$ cat config.mk
export PLATFORM = sky130hd
export DESIGN_NAME = cell_probe_seq
export DESIGN_NICKNAME = d
export VERILOG_FILES = /design/src/rtl/cell_probe_pkg.sv /design/src/rtl/cell_probe_seq_sync2.sv /design/src/rtl/cell_probe_seq.sv
export SDC_FILE = /design/constraint.sdc
export NUM_CORES = 1
export LEC_CHECK = 0
export BUFFER_PORTS_ARGS = -buffer_cell sky130_fd_sc_hd__buf_2
export CAP_MARGIN = 25
export CORE_MARGIN = 2
export CORE_UTILIZATION = 55
export DETAILED_ROUTE_END_ITERATION = 8
export GPL_TIMING_DRIVEN = 1
export PLACE_DENSITY_LB_ADDON = 0.12
export SLEW_MARGIN = 20
export SYNTH_ARGS = -nofsm -noshare
export SYNTH_HDL_FRONTEND = slang
export SYNTH_SLANG_ARGS = --single-unit
$ cat constraint.sdc
create_clock -name clk -period 1.92 [get_ports clk]
set_input_delay 0.576 -clock clk [delete_from_list [all_inputs] [get_ports clk]]
set_output_delay 0.576 -clock clk [all_outputs]
set_load 0.005 [all_outputs]
$ cat src/rtl/cell_probe_pkg.sv
// Shared definitions for the NAND2 cell probe sequencer: FSM states,
// vector count and the reference truth table.
package cell_probe_pkg;

    typedef enum logic [2:0] {
        ST_IDLE,
        ST_DRIVE,
        ST_SETTLE,
        ST_SAMPLE,
        ST_REPORT,
        ST_DONE
    } state_t;

    localparam int NUM_VECTORS = 4;

    // Reference output of the cell under test for input vector {a,b}.
    function automatic logic expected_y(input logic [1:0] vec);
        return ~(vec[1] & vec[0]);
    endfunction

endpackage

$ cat src/rtl/cell_probe_seq_sync2.sv
// Two-flop synchronizer for a single asynchronous input; clears to 0 on reset.
module sync2 (
    input  logic clk,
    input  logic rst,
    input  logic d,
    output logic q
);

    logic r_meta;
    logic r_q;

    always_ff @(posedge clk or posedge rst) begin
        if (rst) begin
            r_meta <= 1'b0;
            r_q    <= 1'b0;
        end else begin
            r_meta <= d;
            r_q    <= r_meta;
        end
    end

    assign q = r_q;

endmodule

$ cat src/rtl/cell_probe_seq.sv
// Drives a NAND2 cell through all four input vectors, checks each synchronized
// output against the truth table and shifts the per-vector verdicts out serially.
module cell_probe_seq
    import cell_probe_pkg::*;
#(
    parameter int SETTLE_CYCLES = 4  // legal 2..255
) (
    input  logic       clk,
    input  logic       rst,
    input  logic       start,
    output logic       dut_a,
    output logic       dut_b,
    input  logic       dut_y,
    output logic       busy,
    output logic       done,
    output logic       pass,
    output logic [3:0] result,
    output logic       ser_data,
    output logic       ser_valid
);

    localparam logic [7:0] SETTLE_LAST = 8'(SETTLE_CYCLES - 1);
    localparam logic [1:0] LAST_VEC    = 2'(NUM_VECTORS - 1);

    state_t      r_state;
    state_t      w_state_next;
    logic [7:0]  r_settle_cnt;
    logic [7:0]  w_settle_cnt_next;
    logic [1:0]  r_vec;
    logic [1:0]  w_vec_next;
    logic [1:0]  r_rpt_cnt;
    logic [1:0]  w_rpt_cnt_next;
    logic [3:0]  r_result;
    logic [3:0]  w_result_next;
    logic        r_pass;
    logic        w_pass_next;
    logic        r_busy;
    logic        w_busy_next;
    logic        r_done;
    logic        w_done_next;
    logic        r_ser_data;
    logic        w_ser_data_next;
    logic        r_ser_valid;
    logic        w_ser_valid_next;
    logic        w_sync_y;
    logic        w_match;
    logic        w_accept;

    sync2 u_sync_y (
        .clk (clk),
        .rst (rst),
        .d   (dut_y),
        .q   (w_sync_y)
    );

    assign w_match  = (w_sync_y == expected_y(r_vec));
    assign w_accept = (r_state == ST_IDLE) && start;

    always_ff @(posedge clk or posedge rst) begin
        if (rst) begin
            r_state <= ST_IDLE;
        end else begin
            r_state <= w_state_next;
        end
    end

    always_comb begin
        w_state_next = r_state;
        case (r_state)
            ST_IDLE:   if (start) w_state_next = ST_DRIVE;
            ST_DRIVE:  w_state_next = ST_SETTLE;
            ST_SETTLE: if (r_settle_cnt == SETTLE_LAST) w_state_next = ST_SAMPLE;
            ST_SAMPLE: w_state_next = (r_vec == LAST_VEC) ? ST_REPORT : ST_DRIVE;
            ST_REPORT: if (r_rpt_cnt == 2'd3) w_state_next = ST_DONE;
            ST_DONE:   w_state_next = ST_IDLE;
            default:   w_state_next = ST_IDLE;
        endcase
    end

    // Next values of every registered output, derived from the upcoming state
    // so that each output is a flop and still lines up with its state.
    always_comb begin
        w_settle_cnt_next = (r_state == ST_SETTLE) ? r_settle_cnt + 8'd1 : 8'd0;
        w_rpt_cnt_next    = (r_state == ST_REPORT) ? r_rpt_cnt + 2'd1 : 2'd0;
        w_vec_next        = r_vec;
        w_result_next     = r_result;
        w_pass_next       = r_pass;

        if (w_accept) begin
            w_vec_next    = 2'd0;
            w_result_next = 4'd0;
            w_pass_next   = 1'b0;
        end

        if (r_state == ST_SAMPLE) begin
            w_result_next[r_vec] = w_match;
            if (w_state_next == ST_DRIVE) begin
                w_vec_next = r_vec + 2'd1;
            end
        end

        if (w_state_next == ST_DONE) begin
            w_pass_next = &w_result_next;
        end

        w_busy_next      = (w_state_next != ST_IDLE);
        w_done_next      = (w_state_next == ST_DONE);
        w_ser_valid_next = (w_state_next == ST_REPORT);
        w_ser_data_next  = w_ser_valid_next ? w_result_next[w_rpt_cnt_next] : 1'b0;
    end

    always_ff @(posedge clk or posedge rst) begin
        if (rst) begin
            r_settle_cnt <= 8'd0;
            r_rpt_cnt    <= 2'd0;
            r_vec        <= 2'd0;
            r_result     <= 4'd0;
            r_pass       <= 1'b0;
            r_busy       <= 1'b0;
            r_done       <= 1'b0;
            r_ser_data   <= 1'b0;
            r_ser_valid  <= 1'b0;
        end else begin
            r_settle_cnt <= w_settle_cnt_next;
            r_rpt_cnt    <= w_rpt_cnt_next;
            r_vec        <= w_vec_next;
            r_result     <= w_result_next;
            r_pass       <= w_pass_next;
            r_busy       <= w_busy_next;
            r_done       <= w_done_next;
            r_ser_data   <= w_ser_data_next;
            r_ser_valid  <= w_ser_valid_next;
        end
    end

    // The vector index register doubles as the cell drive, so the pins hold
    // vector 11 after a run.
    assign dut_a     = r_vec[1];
    assign dut_b     = r_vec[0];
    assign busy      = r_busy;
    assign done      = r_done;
    assign pass      = r_pass;
    assign result    = r_result;
    assign ser_data  = r_ser_data;
    assign ser_valid = r_ser_valid;

endmodule

* Word level (Yosys, flattened, before mapping) *
Index checks and enable logic that the tools add are counted.
Widths: inputs -> output; s select.

word-level totals
  logic and storage cells = 57
  bits of input ports = 4
  memory bits (read-only) = 0
  bits in writable memories = 0
  bits in registers = 26
  output and inout port bits = 11
  memories kept = 0
  bits in latches = 0

operators by class
  reduce and logical (&&, ||, !) cells = 6
  bitwise operators = 2
  shift operators = 0
  divide/modulo/power cells = 0
  muxes and demuxes = 20
  equal/unequal tests = 11
  magnitude comparators = 3
  multiply operators = 0
  add/subtract/negate cells = 3

operators with widths
  cell                 count
  $pmux 3 s5           1
  $mux 3               4
  $eq 3x3->1 const B   3
  $add 8x1->8 const B  1
  $eq 8x2->1 const B   1
  $mux 2               4
  $mux 4               2
  $mux 8               1
  $eq 3x1->1 const B   2
  $eq 3x2->1 const B   2
  $lt 2x3->1 const B   2
  $mux 1               5
  $add 2x1->2 const B  2
  $bwmux 4             1
  $eq 2x2->1 const B   2
  $reduce_and 4->1     1
  $logic_not 3->1      1
  $reduce_bool 3->1    1
  $bmux 1 s2           1
  $demux 1 s2          1
  $ge 2x1->1 const B   1
  $logic_and 1x1->1    2
  $reduce_bool 2->1    1
  $and 1x1->1          1
  2 further kinds      2

* Logic depth before layout (Yosys ltp) *
  word-level depth = 9
  depth in mapped cells = 6
  depth with buffers taken out = 6

* Cells and area by module *
From an unflattened synthesis, not the netlist that was laid out.

unflattened totals
  cells, all modules = 109
  area, all modules = 1174.9 um^2

by module, submodules not included
  module          cells an instance  area an instance (um^2)  instances  sequential area each (um^2)
  cell_probe_seq  106                1121.1                   1          600.6
  sync2           3                  53.8                     1          50.0

* Worst setup path before layout *
Ideal clock, no wire load.

  path type = in2reg
  from = in start
  to = reg r_pass (netlist: pass)
  cell stages on the path = 4
  data required time = 1800 ps
  setup time = 120 ps
  data arrival time = 1543 ps
  path slack = 258 ps
  path buffers = 0
  path through = or4b_4 -> o311a_1 -> a31o_1 -> a31o_1

on the way
  longest elaborated chain between the ends = 6
  elaborated cells between the ends (all ways) = 10
  classes of those cells = eq/ne: 1; mux: 6; reduce/logical: 3

ends and longest elaborated chain
  item                   line                   text
  from (decl)            cell_probe_seq.sv:10   input logic start,
  $logic_and 1x1->1 (*)  cell_probe_seq.sv:57   assign w_accept = (r_state == ST_IDLE) && start;
  $mux 4 (*)             cell_probe_seq.sv:89   if (w_accept) begin
  $bwmux 4               cell_probe_seq.sv:96   w_result_next[r_vec] = w_match;
  $mux 4 (*)             cell_probe_seq.sv:95   if (r_state == ST_SAMPLE) begin
  net w_result_next[1]   cell_probe_seq.sv:34   logic [3:0] w_result_next;
  $reduce_and 4->1 (*)   cell_probe_seq.sv:103  w_pass_next = &w_result_next;
  $mux 1 (*)             cell_probe_seq.sv:102  if (w_state_next == ST_DONE) begin
  to (signal assigned)   cell_probe_seq.sv:128  r_pass <= w_pass_next;
  to (decl)              cell_probe_seq.sv:35   logic r_pass;

Mark *: on every way through the listed nets, which the timed path passes. The rest lies on a longest branch.
A chain may end at the register's enable or synchronous reset.

* Worst setup path after layout *
  from = reg r_state[0]
  to = reg r_pass (netlist: pass)

on the way
  longest elaborated chain between the ends = 7
  elaborated cells between the ends (all ways) = 17
  classes of those cells = eq/ne: 5; mux: 8; reduce/logical: 4

ends and longest elaborated chain
  item                    line                   text
  from (decl)             cell_probe_seq.sv:25   state_t r_state;
  from (signal assigned)  cell_probe_seq.sv:63   r_state <= w_state_next;
  $logic_not 3->1         cell_probe_seq.sv:57
  $logic_and 1x1->1       cell_probe_seq.sv:57
  $mux 4                  cell_probe_seq.sv:89
  $bwmux 4                cell_probe_seq.sv:96
  $mux 4 (*)              cell_probe_seq.sv:95
  net w_result_next[1]    cell_probe_seq.sv:34
  $reduce_and 4->1 (*)    cell_probe_seq.sv:103
  $mux 1 (*)              cell_probe_seq.sv:102

Marked as above.

==> results.txt <==
Worst path depth -> 4
Cell Rows -> 17
Routed vias/inst -> 5.47
Cell family with most CP delay -> simple AND/OR/NAND/NOR gates
# nets final -> 142
Synthesis-to-layout area growth -> 11.6%
Tot GR Track Use -> 20.6%
Post-cts repair resize count -> 0
Commonest non-fill, non-tap cell in the layout -> dfrtp_1
Clock network fraction of design power -> 17.8%
Starting Density -> 57.1%
Sequential Power Share -> 50.6%
Slew HR -> 69.6%
Syn Nets -> 123
R2R depth -> 4
Area share of the largest cell type after synthesis -> 53.1%
Area contributors post-synth -> dfrtp_1, ha_1, xor2_1
Initial DRC Count -> 16
CP Cell Sequence -> or4b_4, o311a_1, a31o_1, a31o_1
Synth Instances -> 113
Worst setup path category -> reg -> reg
CTS tree -> done
Average cell area after synthesis -> 10.9 um^2
Synth warn -> 0
PortBufs -> 14
Final Skew -> 0.00879 ns
Cell taking the most area after synthesis -> dfrtp_1
Final Util -> 63.7%
CTS Sinks -> 26
Vias in the first global route -> 880
TNS Setup -> 0 ns
Hold-fix buffers, CTS -> 0
Crit start category -> flop
Crit Path Max Fanout -> 10
Pleak -> 0.709 nW
Congestion Overflow GR -> 0
Worst hold path class -> in -> async
Unrepaired setup endpoints after global routing -> no
Detailed Routing Iterations Pass 1 -> 4
Comb power frac -> 31.6%
Chip width -> 51.2 um
Slew Limit Fails -> 0
R2r setup slk -> 0.16 ns
Largest net degree at the start of global routing -> 27
Routability cong. -> 0.868
Post-synthesis sequential area ratio -> 53.1%
Status -> completed
Clk_lat worst skew -> 0.32 ns
Period minus WS final -> 1.76 ns
CP required -> 2.14 ns
Switching part of the total -> 35.8%
Vias -> 870
Internal -> 0.986 mW
Crit path DAT -> 1.97 ns
Seq cells post-synth -> 26
ANT nets after route -> 0
Final Hold Fails -> 0
CTS H-tree depth -> 1
Ratio of cells with drive above 1 in the final layout -> 20.6%
Setup Buffers After CTS -> 0
WP buf/inv -> 0
CP Capture Type -> flop
Full die area -> 2620 um^2
Peak VDD IR -> 0.911 mV
Reg2reg start -> r_state[0]
# Max-Cap Violations -> 0
CP Capture Point -> pass
Root buf cell -> clkbuf_4
PwrDens -> 1120 nW/um^2
Max Root-Sink Buffers -> 2
Synth Cell Area -> 1230 um^2
Setup violations, final -> 0
Crit path max-delay cell type -> or4b_4
Total routed wirelength -> 2230 um
CP startpoint -> r_state[0]
Most frequent cells in the layout -> dfrtp_1, buf_2, nand2_1
Antenna violations before repair -> 0
Reg2reg end -> pass
Hpwl dp -> 1700 um
Count of cell types in the netlist -> 37
Drt wl/cell -> 14.0 um
Number of buffers created by CTS -> 3
Core area -> 2150 um^2
Clk pin slew, worst setup/hold paths -> 0.14 ns
DIE HEIGHT -> 51.2 um
Io pins -> 15
Total power -> 1.54 mW
Max Clk Rate -> 569 MHz
Largest stage delay, worst path -> 0.60 ns
Psw -> 0.549 mW
N_diodes -> 0
Worst Tran Pin Value -> 0.451 ns
Period utilisation layout -> 91.5%
First-pass GRT wire length -> 3950 um
Detailed-route DRC error count -> 0
CP dominant cell by count -> a31o_1
per-stage QoR:
step	cell area, um^2	setup WS (ns)	hold slack, ns	cells
2_1_floorplan	1230	0.258	0.331	113
3_3_place_gp	1330	0.131	0.336	155
3_5_place_dp	1330	0.0933	0.337	155
4_1_cts	1370	0.179	0.290	159
5_1_grt	1370	0.0398	0.320	159
6_report	1370	0.163	0.282	159
registers in the layout, summed over array words and instances (netlist names):
register,flops
u_sync_y.q,1
ser_valid,1
r_rpt_cnt,2
r_settle_cnt,8
busy,1
r_state,3
done,1
r_vec,2
result,4
pass,1
ser_data,1
u_sync_y.r_meta,1
power by group through the flow:
stage                     clock network (mW)  logic (mW)  registers (mW)
final                                  0.273       0.486           0.777
after global placement                     0       0.471           0.782
after floorplan                            0       0.398           0.730
after global routing                   0.291       0.559           0.802
after detailed placement                   0       0.491           0.789
after CTS                              0.277       0.494           0.777
routing by layer:
metal | wire, um | part of all wire (%) | up-vias | global-route usage (%)
met4 | 17 | 0.76 | 0 | 9.21
met3 | 77 | 3.5 | 2 | 3.22
met5 | 0 | 0 | - | 0
met1 | 1080 | 48 | 424 | 28.9
met2 | 1050 | 47 | 15 | 31.8
li1 | - | - | 429 | -
worst min-delay path, stage by stage:
cell and delay (ns):
buf_2 0.09, inv_1 0.04, buf_4 0.30
cell usage after synthesis (all sizes together):
library cell / n
nand2: 11
a31o: 3
o32a: 1
a221oi: 1
and3: 4
nor3: 1
nor3b: 3
dfrtp: 26
o311a: 1
inv: 8
o311ai: 1
o21a: 1
o21ai: 2
nand3: 7
or3b: 1
nand2b: 1
a211oi: 1
mux2i: 1
or3: 1
and3b: 1
and2: 1
a21oi: 1
o221ai: 1
nor2: 10
buf: 3
xnor2: 2
nor4: 1
or4b: 1
xor2: 6
ha: 6
or2: 1
nand4b: 1
o22a: 2
a22o: 1
worst min-delay path by stage:
stage,to,slack [ns],from
after floorplan,u_sync_y.q,0.33,u_sync_y.r_meta
after global placement,u_sync_y.q,0.34,u_sync_y.r_meta
after detailed placement,u_sync_y.q,0.34,u_sync_y.r_meta
after CTS,r_settle_cnt[4],0.29,rst
after global routing,r_state[1],0.32,rst
final,r_state[1],0.28,rst
layout make-up:
type,count,area (um^2)
Timing Repair Buffer,17,92.6
Inverter,8,30.0
Clock buffer,4,36.3
Multi-Input combinational cell,76,524
Sequential cell,26,651
Tap cell,28,35.0
Fill cell,177,779
kinds of logic (layout without fill, tap and decap cells):
group | after synthesis | after routing | synth area share, %
xor+xnor | 8 | 8 | 5.71
compound gates | 16 | 16 | 10.6
mux | 1 | 1 | 0.816
simple gates | 45 | 45 | 19.5
fa+ha+maj | 6 | 6 | 6.12
flops | 26 | 26 | 53.1
buf+inv | 11 | 29 | 4.18
No activity file was read; power rests on OpenSTA's default activity.
